===== src/rtl/neuron_set_lif_tm.sv =====
// Bank of leaky integrate-and-fire neurons with shared threshold, refractory counters and
// optional per-neuron surrogate-gradient FIFOs (built when NEURON_SET_SURROGATE_EN is defined).
module neuron_set_lif_tm #(
    parameter int BIT_WIDTH_MEMBRANE  = 16,
    parameter int BIT_WIDTH_SURROGATE = 3,
    parameter int DEPTH_SURROGATE_BOX = 4,
    parameter int NEURON_NUM_IN_SET   = 20,
    parameter int BIT_WIDTH_REFRAC    = 3,
    parameter int LEAK_SHIFT          = 4,
    parameter int SURR_BIN_LOG2       = 6
) (
    input  logic                                              clk,
    input  logic                                              reset,
    input  logic [BIT_WIDTH_MEMBRANE-1:0]                     threshold_i,
    input  logic                                              reset_mode_i,
    input  logic [BIT_WIDTH_REFRAC-1:0]                       refrac_period_i,
    input  logic [BIT_WIDTH_MEMBRANE*NEURON_NUM_IN_SET-1:0]   membrane_update_i,
    input  logic                                              membrane_update_valid_i,
    input  logic                                              post_spiking_now_i,
    input  logic                                              training_state_i,
    input  logic                                              this_sample_done_i,
    input  logic                                              surrogate_read_i,
    output logic [BIT_WIDTH_MEMBRANE*NEURON_NUM_IN_SET-1:0]   membrane_o,
    output logic [NEURON_NUM_IN_SET-1:0]                      post_spike_o,
    output logic [BIT_WIDTH_SURROGATE*NEURON_NUM_IN_SET-1:0]  surrogate_o,
    output logic                                              surrogate_valid_o,
    output logic                                              box_empty_o,
    output logic                                              box_full_o,
    output logic                                              box_overflow_o
);
    localparam int BWM = BIT_WIDTH_MEMBRANE;
    localparam int BWS = BIT_WIDTH_SURROGATE;
    localparam int N   = NEURON_NUM_IN_SET;
    localparam int BWR = BIT_WIDTH_REFRAC;

    localparam logic signed [BWM-1:0] M_MAX  = {1'b0, {(BWM-1){1'b1}}};
    localparam logic signed [BWM-1:0] M_MIN  = {1'b1, {(BWM-1){1'b0}}};
    localparam logic [BWR-1:0]        RC_ONE = BWR'(1);

    logic signed [BWM-1:0] thr;
    assign thr = threshold_i;

`ifdef NEURON_SET_SURROGATE_EN
    localparam logic [BWS-1:0] S_MAX     = {BWS{1'b1}};
    localparam logic [BWM:0]   S_MAX_EXT = (BWM+1)'(2**BWS - 1);
    logic [BWS*N-1:0] surr_vec;
`endif

    genvar gi;
    generate
        for (gi = 0; gi < N; gi++) begin : g_neuron
            logic signed [BWM-1:0] u, m_reg, m_upd, m_next;
            logic signed [BWM:0]   sum;
            logic [BWR-1:0]        rc_reg, rc_next;
            logic                  spike_reg, spike_next, refrac;

            assign u      = membrane_update_i[BWM*gi +: BWM];
            assign refrac = (rc_reg != '0);
            assign sum    = {m_reg[BWM-1], m_reg} + {u[BWM-1], u};

            always_comb begin
                m_upd = m_reg;
                if (membrane_update_valid_i && !refrac) begin
                    // Differing top two bits of the widened sum mean the result left range.
                    if (sum[BWM] != sum[BWM-1])
                        m_upd = sum[BWM] ? M_MIN : M_MAX;
                    else
                        m_upd = sum[BWM-1:0];
                end
                m_next     = m_upd;
                rc_next    = rc_reg;
                spike_next = spike_reg;
                if (post_spiking_now_i) begin
                    if (refrac) begin
                        rc_next    = rc_reg - RC_ONE;
                        spike_next = 1'b0;
                    end else if (m_upd >= thr) begin
                        spike_next = 1'b1;
                        rc_next    = refrac_period_i;
                        m_next     = reset_mode_i ? m_upd - thr : '0;
                    end else begin
                        spike_next = 1'b0;
                        m_next     = m_upd - (m_upd >>> LEAK_SHIFT);
                    end
                end
            end

            always_ff @(posedge clk or posedge reset) begin
                if (reset) begin
                    m_reg     <= '0;
                    rc_reg    <= '0;
                    spike_reg <= 1'b0;
                end else if (this_sample_done_i) begin
                    m_reg     <= '0;
                    rc_reg    <= '0;
                    spike_reg <= 1'b0;
                end else begin
                    m_reg     <= m_next;
                    rc_reg    <= rc_next;
                    spike_reg <= spike_next;
                end
            end

            assign membrane_o[BWM*gi +: BWM] = m_reg;
            assign post_spike_o[gi]          = spike_reg;

`ifdef NEURON_SET_SURROGATE_EN
            logic signed [BWM:0] diff;
            logic [BWM:0]        dist, bin;

            // Distance to threshold from the pre-fire membrane, widened so it cannot wrap.
            assign diff = {m_upd[BWM-1], m_upd} - {thr[BWM-1], thr};
            assign dist = diff[BWM] ? -diff : diff;
            assign bin  = dist >> SURR_BIN_LOG2;
            assign surr_vec[BWS*gi +: BWS] = (refrac || bin >= S_MAX_EXT) ? '0 : S_MAX - bin[BWS-1:0];
`endif
        end
    endgenerate

`ifdef NEURON_SET_SURROGATE_EN
    localparam int PTR_W = $clog2(DEPTH_SURROGATE_BOX);
    localparam int CNT_W = PTR_W + 1;
    localparam logic [PTR_W-1:0] PTR_ONE  = PTR_W'(1);
    localparam logic [CNT_W-1:0] CNT_ONE  = CNT_W'(1);
    localparam logic [CNT_W-1:0] CNT_FULL = CNT_W'(DEPTH_SURROGATE_BOX);

    // All neurons push and pop together, so one wide memory holds every box.
    logic [BWS*N-1:0] box_mem [DEPTH_SURROGATE_BOX];
    logic [PTR_W-1:0] wr_ptr_reg, rd_ptr_reg;
    logic [CNT_W-1:0] count_reg, count_next;
    logic [BWS*N-1:0] surrogate_reg;
    logic             valid_reg, empty_reg, full_reg, overflow_reg;
    logic             push_req, push_ok, pop_ok;

    always_comb begin
        pop_ok     = surrogate_read_i && !empty_reg && !this_sample_done_i;
        push_req   = post_spiking_now_i && training_state_i && !this_sample_done_i;
        push_ok    = push_req && (!full_reg || pop_ok);
        count_next = count_reg;
        if (push_ok && !pop_ok)
            count_next = count_reg + CNT_ONE;
        else if (pop_ok && !push_ok)
            count_next = count_reg - CNT_ONE;
    end

    always_ff @(posedge clk) begin
        if (push_ok)
            box_mem[wr_ptr_reg] <= surr_vec;
    end

    always_ff @(posedge clk or posedge reset) begin
        if (reset) begin
            wr_ptr_reg    <= '0;
            rd_ptr_reg    <= '0;
            count_reg     <= '0;
            surrogate_reg <= '0;
            valid_reg     <= 1'b0;
            empty_reg     <= 1'b1;
            full_reg      <= 1'b0;
            overflow_reg  <= 1'b0;
        end else if (this_sample_done_i) begin
            wr_ptr_reg   <= '0;
            rd_ptr_reg   <= '0;
            count_reg    <= '0;
            valid_reg    <= 1'b0;
            empty_reg    <= 1'b1;
            full_reg     <= 1'b0;
            overflow_reg <= 1'b0;
        end else begin
            if (push_ok)
                wr_ptr_reg <= wr_ptr_reg + PTR_ONE;
            if (pop_ok) begin
                rd_ptr_reg    <= rd_ptr_reg + PTR_ONE;
                surrogate_reg <= box_mem[rd_ptr_reg];
            end
            count_reg <= count_next;
            valid_reg <= pop_ok;
            empty_reg <= (count_next == '0);
            full_reg  <= (count_next == CNT_FULL);
            if (push_req && !push_ok)
                overflow_reg <= 1'b1;
        end
    end

    assign surrogate_o       = surrogate_reg;
    assign surrogate_valid_o = valid_reg;
    assign box_empty_o       = empty_reg;
    assign box_full_o        = full_reg;
    assign box_overflow_o    = overflow_reg;
`else
    logic unused_surr_inputs;
    assign unused_surr_inputs = &{1'b0, training_state_i, surrogate_read_i};

    assign surrogate_o       = '0;
    assign surrogate_valid_o = 1'b0;
    assign box_empty_o       = 1'b1;
    assign box_full_o        = 1'b0;
    assign box_overflow_o    = 1'b0;
`endif

endmodule


===== config.mk =====
export PLATFORM = sky130hd
export DESIGN_NAME = neuron_set_lif_tm
export DESIGN_NICKNAME = d
export VERILOG_FILES = /design/src/rtl/neuron_set_lif_tm.sv
export SDC_FILE = /design/constraint.sdc
export NUM_CORES = 2
export LEC_CHECK = 0
export BUFFER_PORTS_ARGS = -buffer_cell sky130_fd_sc_hd__buf_2
export CORE_MARGIN = 5
export CORE_UTILIZATION = 40
export DETAILED_ROUTE_END_ITERATION = 8
export MAX_ROUTING_LAYER = met4
export PLACE_DENSITY_LB_ADDON = 0.05
export SETUP_SLACK_MARGIN = 0.1
export SKIP_CTS_REPAIR_TIMING = 1
export SYNTH_ARGS = -nofsm -noshare
export SYNTH_HDL_FRONTEND = slang
export SYNTH_SLANG_ARGS = --single-unit

===== constraint.sdc =====
create_clock -name clk -period 16.52 [get_ports clk]
set_input_delay 2.478 -clock clk [delete_from_list [all_inputs] [get_ports clk]]
set_output_delay 2.478 -clock clk [all_outputs]
set_load 0.02 [all_outputs]

==> reports/metrics.cfg <==
[logic_synthesis]
yosysMostFrequentCell=ha_1
synth_top_family_by_area=compound AO/OA/AOI/OAI gates
synth-compound-area-share_pct=32.66
synthSimpleGateAreaFrac_pct=18.55
synth_top_area_cell=ha_1
ys_seq_elements=400
yosysTopAreaCellShare_pct=17.56
syn_avg_cell_area_um2=7.567
async_reset_ff_share_pct=100.0
ys.flop_type=dfrtp_1
yosysSeqAreaShare_pct=14.34
synth_common_cells=ha_1, a21oi_1, nand2_1
synth_area_mm2=0.06982
yosys-mux-area-fraction_pct=0.8440
synth_fa_ha_area_share_pct=19.83
postSynthCellCount=9227
ys_top_cells_by_area=ha_1, dfrtp_1, a21oi_1, xnor2_1, o21ai_0
synth_xor_area_share_pct=8.727
ys_warn_count=0
synthDistinctLibCells=117
synth-edff-count=0

[timing]
slew-limit-headroom_pct=21.49
clock_skew_ns=0.01901
fin_crit_ns=8.431
setup_viol=0
fin_crit_sh_pct=51.03
drv_slew=0
finalHoldViolCount=0
rsz0062_at_grt=no
tightest_slew_ns=1.178
finalSetupTns_ns=0
max_freq_mhz=118.6

[detailed_routing]
drt_wl_total_mm=262.1
post-route-drc-count=0
dr.pass1.iters=8
dr.first_iter.drc_count=4574
vias=71939
ant_nets=0
vias_per_cell=5.939
drt-wirelength-per-cell_um=21.64

[clocking]
cts_buffers=56
worst_skew_pair.late_latency_ns=0.68
htreeDepth=2
cts_tree=built
root_buffer=clkbuf_16
cts.sinks=400
clk_pin_slew_ns=0.06
cts_buffer_depth=3

[setup_path]
rrSetupSlack_ns=9.57
worstReg2RegStart=g_neuron[6].m_reg[0]
crit_arrival_ns=9.00
r2r_end=g_neuron[6].m_reg[5]
critical_path_class=input port to flop
cp_max_fo=7
setup.worst_path.start_class=input port
cp-end-kind=flop
worst-endpoint-required_ns=17.09
reg2regPathDepth=22

[placement]
routabilityCongestion=0.9150
io_buffers=684
hpwl_mm=198.3

[outcome]
status=finished, final reports clean

[floorplanning]
start_util_pct=40.17
fp.dieW_um=427.8
core_area_mm2=0.1738
die-area_mm2=0.1830
fp.dieH_um=427.8
pin_count=751
fp-row-count=153

[hold_path]
worstHoldPathType=flop to flop
min_path_cells=1
hp-start=g_neuron[9].rc_reg[2]
min_to=g_neuron[9].rc_reg[2]

[global_routing]
grt_pass1_wl_mm=393.9
grt_util_all_layers_pct=27.75
grt-ovfl-total=0
antenna_found_initial=34
grt_max_degree=109
grt_pass1_vias=68212

[finish]
final_nets=11109
drive_gt1_share_pct=10.63
nFillCells=18034
largest_reg_flops=320
area_growth_pct=10.73

[job]
drv_cap=0

kinds of logic (layout without fill, tap and decap cells):
family                   after synthesis  count (layout)
buffers and inverters                844            1324
AND/OR/NAND/NOR                     2756            2756
XOR/XNOR                             694             694
AO/OA/AOI/OAI                       3395            3395
multiplexers                          58              58
other                                  2              84
adder cells (fa/ha/maj)             1078            1078
flip-flops                           400             400
worst max path at each step:
| stage | startpoint | slack, ns | end |
|---|---|---|---|
| 4_1_cts | membrane_update_i[96] | 8.21 | g_neuron[6].m_reg[5] |
| 3_3_place_gp | membrane_update_i[160] | 7.54 | g_neuron[10].m_reg[14] |
| 5_1_grt | membrane_update_i[209] | 7.63 | g_neuron[13].rc_reg[0] |
| 2_1_floorplan | reset | 2.92 | g_neuron[0].m_reg[0] |
| 3_5_place_dp | membrane_update_i[160] | 7.49 | g_neuron[10].m_reg[11] |
| 6_report | membrane_update_i[209] | 8.09 | g_neuron[13].rc_reg[0] |
critical path, cell delays in order:
cell	delay, ns
buf_2	0.12
ha_1	0.32
a211oi_2	0.29
o211ai_1	0.20
a31oi_1	0.24
o21bai_1	0.18
a311oi_2	0.44
xnor2_1	0.28
maj3_1	0.42
mux2i_1	0.29
ha_1	0.24
inv_1	0.06
fa_1	0.44
a21oi_1	0.20
o21ai_0	0.17
a2111oi_0	0.82
nor2_1	0.20
o211ai_1	0.81
a21oi_1	0.16
nor2_1	0.32
a21oi_1	0.13
a22o_1	0.19
metrics by stage:
| step | cells | hold slack, ns | area [um^2] | util [%] | setup WS [ns] |
|---|---|---|---|---|---|
| global route | 12110 | 0.5156 | 77310 | 44.47 | 7.628 |
| floorplan | 9289 | 0.4589 | 70050 | - | 2.918 |
| finish | 12114 | 0.4937 | 77320 | 44.48 | 8.089 |
| detailed placement | 11989 | 0.4808 | 75260 | 43.30 | 7.492 |
| CTS | 12094 | 0.4921 | 77270 | 44.45 | 8.213 |
| global placement | 11989 | 0.4807 | 75260 | 43.30 | 7.538 |
layout make-up:
| type | count | area [um^2] | share of cell area [%] |
|---|---|---|---|
| Timing Repair Buffer | 761 | 4035 | 5.219 |
| Antenna cell | 20 | 50.05 | 0.06473 |
| Clock inverter | 34 | 444.2 | 0.5745 |
| Inverter | 458 | 1735 | 2.245 |
| Multi-Input combinational cell | 8045 | 56570 | 73.17 |
| Tap cell | 2325 | 2909 | 3.763 |
| Sequential cell | 400 | 10010 | 12.95 |
| Clock buffer | 71 | 1559 | 2.016 |
cell usage in the layout (no fill, tap or decap), types with 82 or more instances in the layout:
cell type    n
buf_2      681
nor3_1     273
nand2_1    771
and2_1      82
nor2_1     760
xor2_1     285
nand2b_1   104
o21ai_0    669
o21a_1     179
a31oi_1    156
a311oi_1   164
o31ai_1     93
o211ai_1    92
ha_1       980
nor2b_1    121
and3_1     106
inv_1      431
nand3_1    233
a211oi_1   234
a21oi_1    774
or3_1       98
dfrtp_1    400
xnor2_1    407
a21o_1     274
per-layer routing:
| metal | part of all wire [%] | track usage [%] | up-vias |
|---|---|---|---|
| li1 | - | - | 35554 |
| met1 | 44 | 34.95 | 34121 |
| met2 | 47 | 46.38 | 1894 |
| met3 | 4.9 | 2.623 | 370 |
| met4 | 4.2 | 10.08 | 0 |
| met5 | 0 | - | - |
Power is left out: the tool's default activity adds up to more than one toggle a clock period on the data nets, which glitch-free logic cannot reach.
